## config.mk

```make
export PLATFORM = sky130hd
export DESIGN_NAME = ieeedrv_trkparse
export DESIGN_NICKNAME = d
export VERILOG_FILES = /design/src/rtl/ieeedrv_trkparse.sv
export SDC_FILE = /design/constraint.sdc
export NUM_CORES = 1
export LEC_CHECK = 0
export BUFFER_PORTS_ARGS = -buffer_cell sky130_fd_sc_hd__clkbuf_2
export CAP_MARGIN = 20
export CORE_MARGIN = 2
export CORE_UTILIZATION = 59
export CTS_CLUSTER_SIZE = 8
export DETAILED_ROUTE_END_ITERATION = 8
export PLACE_DENSITY = 0.94
export SYNTH_ARGS = -nofsm -noshare
export SYNTH_HDL_FRONTEND = slang
export SYNTH_SLANG_ARGS = --single-unit
```

## constraint.sdc

```tcl
create_clock -name clk_sys -period 3.7 [get_ports clk_sys]
set_input_delay 0.185 -clock clk_sys [delete_from_list [all_inputs] [get_ports clk_sys]]
set_output_delay 0.185 -clock clk_sys [all_outputs]
set_load 0.1 [all_outputs]
```

## src/rtl/ieeedrv_trkparse.sv

```systemverilog
// Drive track-stream parser: hunts sync runs, decodes header/data blocks, writes the sector buffer.
// Optional IEEEDRV_TRKPARSE_IDCHK_EN: hdr_err also flags a disk ID that differs from exp_id.
module ieeedrv_trkparse #(
    parameter int SYNC_MIN = 2
) (
    input  logic        clk_sys,
    input  logic        reset,
    input  logic        byte_n,
    input  logic        sync_n,
    input  logic [7:0]  byte_in,
    input  logic        enable,
    input  logic [15:0] exp_id,
    output logic [4:0]  hdr_sector,
    output logic [7:0]  hdr_track,
    output logic [15:0] hdr_id,
    output logic        hdr_valid,
    output logic        hdr_err,
    output logic [7:0]  buff_addr,
    output logic [7:0]  buff_di,
    output logic        buff_we,
    output logic        data_done,
    output logic        data_err,
    output logic        busy
);
    localparam logic [2:0] S_HUNT = 3'd0;
    localparam logic [2:0] S_SYNC = 3'd1;
    localparam logic [2:0] S_HDR  = 3'd2;
    localparam logic [2:0] S_DATA = 3'd3;
    localparam logic [2:0] S_CHK  = 3'd4;

    logic [2:0] state;
    logic [2:0] sync_cnt;
    logic [2:0] idx;
    logic       byte_n_q;
    logic [7:0] xsum;
    logic [7:0] hdr_chk, hdr_sec, hdr_trk, hdr_idh;
    logic       ev;
    logic       id_bad;

    assign ev   = ~byte_n & byte_n_q;
    assign busy = (state != S_HUNT);

`ifdef IEEEDRV_TRKPARSE_IDCHK_EN
    assign id_bad = ({hdr_idh, byte_in} != exp_id);
`else
    logic unused_exp_id;
    assign unused_exp_id = ^exp_id;
    assign id_bad = 1'b0;
`endif

    always_ff @(posedge clk_sys) begin
        if (reset) begin
            state      <= S_HUNT;
            sync_cnt   <= '0;
            idx        <= '0;
            byte_n_q   <= byte_n;
            xsum       <= '0;
            hdr_chk    <= '0;
            hdr_sec    <= '0;
            hdr_trk    <= '0;
            hdr_idh    <= '0;
            hdr_sector <= '0;
            hdr_track  <= '0;
            hdr_id     <= '0;
            hdr_valid  <= 1'b0;
            hdr_err    <= 1'b0;
            buff_addr  <= '0;
            buff_di    <= '0;
            buff_we    <= 1'b0;
            data_done  <= 1'b0;
            data_err   <= 1'b0;
        end else begin
            byte_n_q  <= byte_n;
            hdr_valid <= 1'b0;
            hdr_err   <= 1'b0;
            buff_we   <= 1'b0;
            data_done <= 1'b0;
            data_err  <= 1'b0;
            // Address advances once the write strobe has been presented.
            if (buff_we) buff_addr <= buff_addr + 8'd1;

            if (!enable) begin
                state     <= S_HUNT;
                sync_cnt  <= '0;
                idx       <= '0;
                xsum      <= '0;
                hdr_chk   <= '0;
                buff_addr <= '0;
            end else if (ev) begin
                if (!sync_n && state != S_HUNT && state != S_SYNC) begin
                    state    <= S_SYNC;
                    sync_cnt <= 3'd1;
                end else begin
                    case (state)
                        S_HUNT: if (!sync_n) begin
                            state    <= S_SYNC;
                            sync_cnt <= 3'd1;
                        end
                        S_SYNC: begin
                            if (!sync_n) begin
                                if (sync_cnt != 3'd7) sync_cnt <= sync_cnt + 3'd1;
                            end else if (int'(sync_cnt) < SYNC_MIN) begin
                                state <= S_HUNT;
                            end else if (byte_in == 8'h08) begin
                                state <= S_HDR;
                                idx   <= '0;
                            end else if (byte_in == 8'h07) begin
                                state     <= S_DATA;
                                xsum      <= '0;
                                buff_addr <= '0;
                            end else begin
                                state <= S_HUNT;
                            end
                        end
                        S_HDR: begin
                            idx <= idx + 3'd1;
                            case (idx)
                                3'd0:    hdr_chk <= byte_in;
                                3'd1:    hdr_sec <= byte_in;
                                3'd2:    hdr_trk <= byte_in;
                                3'd3:    hdr_idh <= byte_in;
                                default: begin
                                    hdr_sector <= hdr_sec[4:0];
                                    hdr_track  <= hdr_trk;
                                    hdr_id     <= {hdr_idh, byte_in};
                                    hdr_valid  <= 1'b1;
                                    hdr_err    <= (hdr_chk != (hdr_sec ^ hdr_trk ^ hdr_idh ^ byte_in)) | id_bad;
                                    idx        <= '0;
                                    state      <= S_HUNT;
                                end
                            endcase
                        end
                        S_DATA: begin
                            buff_we <= 1'b1;
                            buff_di <= byte_in;
                            xsum    <= xsum ^ byte_in;
                            if (buff_addr == 8'hFF) state <= S_CHK;
                        end
                        S_CHK: begin
                            data_done <= 1'b1;
                            data_err  <= (byte_in != xsum);
                            state     <= S_HUNT;
                        end
                        default: state <= S_HUNT;
                    endcase
                end
            end
        end
    end
endmodule

```

### Yosys cells after proc, flatten, opt, wreduce, memory -nomap -nowiden

Index checks and enable logic that the tools add are counted.

| operators by class | value |
|---|---|
| $add $sub $neg | 3 |
| $lt $le $gt $ge | 1 |
| eq/ne operators | 25 |
| mux-type cells | 34 |
| bitwise gates (word level) | 12 |
| reductions and logical operators | 25 |

Operators by type and width:

| kind | number |
|---|---|
| 8-bit two-way mux | 12 |
| 3-bit two-way mux | 12 |
| 8-bit XOR | 4 |
| 5-bit AND reduction | 6 |
| 3-bit inequality test, second input constant | 7 |
| 8-bit inequality test | 2 |
| 8-bit one-hot mux with 2 select lines | 1 |
| 3-bit by 2-bit == test with 1-bit output, second input constant | 4 |
| 3-bit one-hot mux with 2 select lines | 2 |
| 3-bit one-hot mux with 4 select lines | 1 |
| 2-bit inequality test, second input constant | 5 |
| 5-bit OR reduction | 2 |
| 9-bit OR reduction | 1 |
| 8-bit by 1-bit adder with 8-bit output, second input constant | 1 |
| 8-bit by 3-bit == test with 1-bit output, second input constant | 1 |
| 8-bit by 4-bit == test with 1-bit output, second input constant | 1 |
| 8-bit == test, second input constant | 1 |
| 4-bit AND reduction | 2 |
| 4-bit OR reduction | 2 |
| 1-bit inverter | 7 |
| 7-bit AND reduction | 1 |
| 3-bit by 1-bit adder with 3-bit output, second input constant | 2 |
| 3-bit by 1-bit == test with 1-bit output, second input constant | 2 |
| 3-bit logical NOT | 2 |
| other kinds (12) | 19 |

| word-level totals | value |
|---|---|
| flip-flop bits (word level) | 100 |
| bits of input ports | 29 |
| output and inout bits | 51 |
| word-level logic and storage cells | 119 |

### Depth between registers and ports, before layout

| logic depth | value |
|---|---|
| depth in word-level cells | 9 |
| depth in mapped cells | 9 |
| depth with buffers taken out | 7 |

### Worst setup path before layout

Ideal clock, no wire load.

| timing path | value |
|---|---|
| path type | reg2reg |
| from | register buff_addr[0] |
| to | register state[2] |
| library setup time | 0.128 ns |
| arrival time | 2.355 ns |
| data required time | 3.572 ns |
| slack | 1.218 ns |
| stages on the path, launching flop included | 7 |
| path buffers | 0 |
| clock period less this slack | 2.482 ns |
| path through | dfxtp_1 ha_1 nand4_1 or2_2 a311oi_2 mux2i_1 nor2_1 |

| between the ends | value |
|---|---|
| longest elaborated chain between the ends | 3 |

Ends and longest elaborated chain:

| item | line | RTL |
|---|---|---|
| start: declaration | 18 | `output logic [7:0] buff_addr,` |
| start signal: assignment | 80 | `if (buff_we) buff_addr <= buff_addr + 8'd1;` |
| 8-bit == test | 137 | `if (buff_addr == 8'hFF) state <= S_CHK;` |
| 3-bit inequality test (no source line) | n/a |  |
| 5-bit AND reduction (no source line) | n/a |  |
| end signal: assignment | 137 |  |
| end signal: assignment | 142 | `state <= S_HUNT;` |
| end signal: assignment | 144 | `default: state <= S_HUNT;` |
| end: declaration | 31 | `logic [2:0] state;` |

No other way between the ends.
A chain may end at the register's enable or synchronous reset.

### Final worst setup path

| timing path | value |
|---|---|
| from | register idx[0] |
| to | register hdr_id[7] |

| between the ends | value |
|---|---|
| longest elaborated chain between the ends | 4 |
| elaborated cells on any way between the ends | 7 |
| those cells by class | eq/ne (3); bitwise (1); reduce/logical (3) |

Ends and longest elaborated chain:

| item | line | RTL |
|---|---|---|
| start: declaration | 33 | `logic [2:0] idx;` |
| start signal: assignment | 116 | `idx <= idx + 3'd1;` |
| 3-bit by 2-bit == test with 1-bit output (tied with other cells) | 117 | `case (idx)` |
| 4-bit OR reduction (no source line) * | n/a |  |
| 1-bit inverter (no source line) * | n/a |  |
| 5-bit AND reduction (no source line) * | n/a |  |
| end signal: assignment | 125 | `hdr_id <= {hdr_idh, byte_in};` |
| end: declaration | 15 | `output logic [15:0] hdr_id,` |

Every way passes the cells marked *; elsewhere a longest branch is shown, timed or not.

==> flow_summary.json <==
{
  "clock_latency_ns": 0.37,
  "hold_violations": 0,
  "syn_area_um2": 4360,
  "comb_power_share_pct": 4.4,
  "clock_path_buffers": 2,
  "p_int_w": 0.00136,
  "wl_per_cell_um": 15.1,
  "cts_buffers": 9,
  "reg2reg_slack_ns": 1.20,
  "synthCells": 491,
  "via_count": 3551,
  "final_area_um2": 4900,
  "die_y_um": 90.0,
  "worst_slew_pin_slew_ns": 0.998,
  "hp-class": "input pin to flop",
  "cp_slowest_stage_delay_ns": 0.80,
  "die_w_um": 90.0,
  "fp.dieArea_um2": 8100,
  "seqPwrFrac_pct": 59.0,
  "path_max_fanout": 30,
  "cp.required_ns": 3.93,
  "async_reset_ff_share_pct": 0,
  "ios": 80,
  "power_switching_w": 0.000467,
  "synth_compound_area_share_pct": 9.35,
  "start_kind": "flop",
  "fin_skew_ns": 0.0131,
  "grt_max_degree": 63,
  "synth_edf_count": 0,
  "initial_core_util_pct": 60.5,
  "grt_util_all_layers_pct": 24.6,
  "synth_top_family_by_area": "simple AND/OR/NAND/NOR gates",
  "drv_cap": 0,
  "power_w": 0.00183,
  "io_buffers": 63,
  "finalMaxSlewViolations": 0,
  "clkPwrFrac_pct": 36.6,
  "p_per_area_nw_per_um2": 373,
  "grt_first_pass_wirelength_um": 16300,
  "highest_layer": "met4",
  "nets": 576,
  "grt_overflow_total": 0,
  "layout_min_cycle_time_ns": 2.50,
  "outcome": "complete, no violations",
  "cts.sinks": 100,
  "max_freq_ghz": 0.400,
  "sw_frac_of_total_pct": 25.6,
  "antenna_found_initial": 0,
  "finalSetupViolCount": 0,
  "diodes": 0,
  "gp_congestion": 0.835,
  "cts_htree_levels": 3,
  "synth.avg_cell_area_um2": 8.89,
  "post-place-ws_ns": 1.26,
  "ir_worst_vdd_mv": 0.371,
  "syn_to_final_growth_pct": 12.2,
  "ant_nets": 0,
  "fin_ws_ns": 1.20,
  "cp.arrival_ns": 2.73,
  "ys.warnings.count": 0,
  "place_area_um2": 4690,
  "cp_top_family": "simple AND/OR/NAND/NOR gates",
  "maxSlewHeadroom_pct": 33.5,
  "wirelength_um": 9700,
  "synth-xor-area-share_pct": 9.63,
  "cts_tree": "built",
  "firstDrtPassIters": 4,
  "synth-simple-area-share_pct": 21.5,
  "cts.clk_slew.worst_paths_ns": 0.10,
  "cts_setup_buffers": 0,
  "first_iter_violations": 225,
  "detailed_place_hpwl_um": 6560,
  "cts-root-buf": "clkbuf_8",
  "synth_mux_area_share_pct": 7.80,
  "synth_top_area_share_pct": 45.9,
  "ys.flop_type": "dfxtp_1",
  "rows": 31,
  "layout-drive-gt1-share_pct": 17.1,
  "synth-adder-area-share_pct": 2.29,
  "yosysTopAreaCell": "dfxtp_1",
  "final_util_pct": 67.9,
  "cp-end-kind": "flop",
  "mostFrequentLayoutCell": "dfxtp_1",
  "avgViaCountPerCell": 5.52,
  "synth.area.top_cells": "dfxtp_1 (46%), mux2i_1 (7.8%), xnor2_1 (6.4%), nand2_1 (6.1%), a21oi_1 (5.6%)",
  "wl_met3_um": 620,
  "p_leak_nw": 2.05,
  "min_period_over_period_pct": 67.6,
  "ys_types": 48,
  "m1WireLength_um": 4080,
  "rsz0062_at_grt": "no",
  "first_global_vias": 3417,
  "fp.coreArea_um2": 7210,
  "wl_met2_um": 4830,
  "path_cells": "inv_1 -> ha_1 -> nor3_1 -> o21bai_1 -> or3b_1 -> nand2_1 -> a21oi_1",
  "drc": 0,
  "critPathKind": "flop to flop",
  "setup_tns_ns": 0,
  "final_cell_mix": "dfxtp_1 (100), nand2_1 (71), clkbuf_2 (63)",
  "syn-num-nets": 528,
  "ys_ff_latch": 100,
  "ys_seq_area_share_pct": 45.9,
  "slowest_stage": "or3b_1",
  "crit_buf_inv": 1
}
## final timing paths
check | startpoint | end | cells past startpoint
min reg2reg | hdr_track[4] | hdr_track[4] | 2
min | reset | buff_we | 3
max reg2reg | idx[0] | hdr_id[7] | 7
max | idx[0] | hdr_id[7] | 7
## power by group through the flow
stage                     clock network, W   logic, W  registers, W
after floorplan                          0  0.0000557       0.00110
after global placement                   0  0.0000757       0.00110
after detailed placement                 0  0.0000777       0.00110
after CTS                         0.000680  0.0000789       0.00108
after global routing              0.000721  0.0000866       0.00108
final                             0.000670  0.0000806       0.00108
## state kept, by name, summed over array words and instances (netlist names), 3 cells and up
register    flops
hdr_idh         8
sync_cnt        3
hdr_trk         8
xsum            8
hdr_sec         8
idx             3
buff_di         8
buff_addr       8
hdr_id         16
hdr_track       8
hdr_chk         8
state           3
hdr_sector      5
## repair_timing
item,in CTS,in global routing
hold endpoints to repair,1,0
hold buffers,1,0
resized for setup,0,0
## worst register-to-register path: stages (launching register included)
cell and delay [ns]:
dfxtp_1 0.41, inv_1 0.10, ha_1 0.24, nor3_1 0.28, o21bai_1 0.19, or3b_1 0.80
nand2_1 0.26, a21oi_1 0.10
## final cells by class
type,instances,area [um^2]
Multi-Input combinational cell,356,2210
Timing Repair Buffer,68,355
Inverter,4,15.0
Fill cell,560,2320
Clock inverter,7,67.6
Sequential cell,100,2000
Tap cell,99,124
Clock buffer,9,124
## metal layers
metal / GRT usage [%] / up-vias
li1: - / 1749
met1: 30.9 / 1670
met2: 41.3 / 119
met3: 5.28 / 13
met4: 9.74 / 0
met5: 0 / -
## through the flow
step	hold slack (ns)	instances
2_1_floorplan	0.213	491
3_3_place_gp	0.310	626
3_5_place_dp	0.313	626
4_1_cts	0.179	643
5_1_grt	0.192	643
6_report	0.197	643
## logic make-up (layout without fill, tap and decap cells)
kind of cell               after synthesis  in the layout
and+or+nand+nor                        194            194
adders and majority gates                8              8
DFF                                    100            100
AOI/OAI and AO/OA                       72             72
xor gates and xnor gates                48             48
muxes                                   34             34
buffers and inverters                   35             88
## cells in the mapped netlist, types with 2 or more instances
cell / number
nand3b_1: 8
and3_1: 4
nand3_1: 13
nor2b_1: 9
inv_1: 4
buf_2: 6
o21ai_0: 10
nor3_1: 4
and2_1: 2
nor4_1: 4
mux2i_1: 34
nand4_2: 2
dfxtp_1: 100
a21oi_1: 49
xor2_1: 16
ha_1: 8
o211ai_1: 2
nand2b_1: 5
nand4_1: 5
xnor2_1: 32
nor2_1: 54
buf_4: 2
nor3b_2: 2
clkbuf_1: 22
nand2_1: 71
No activity file was read; power rests on OpenSTA's default activity.
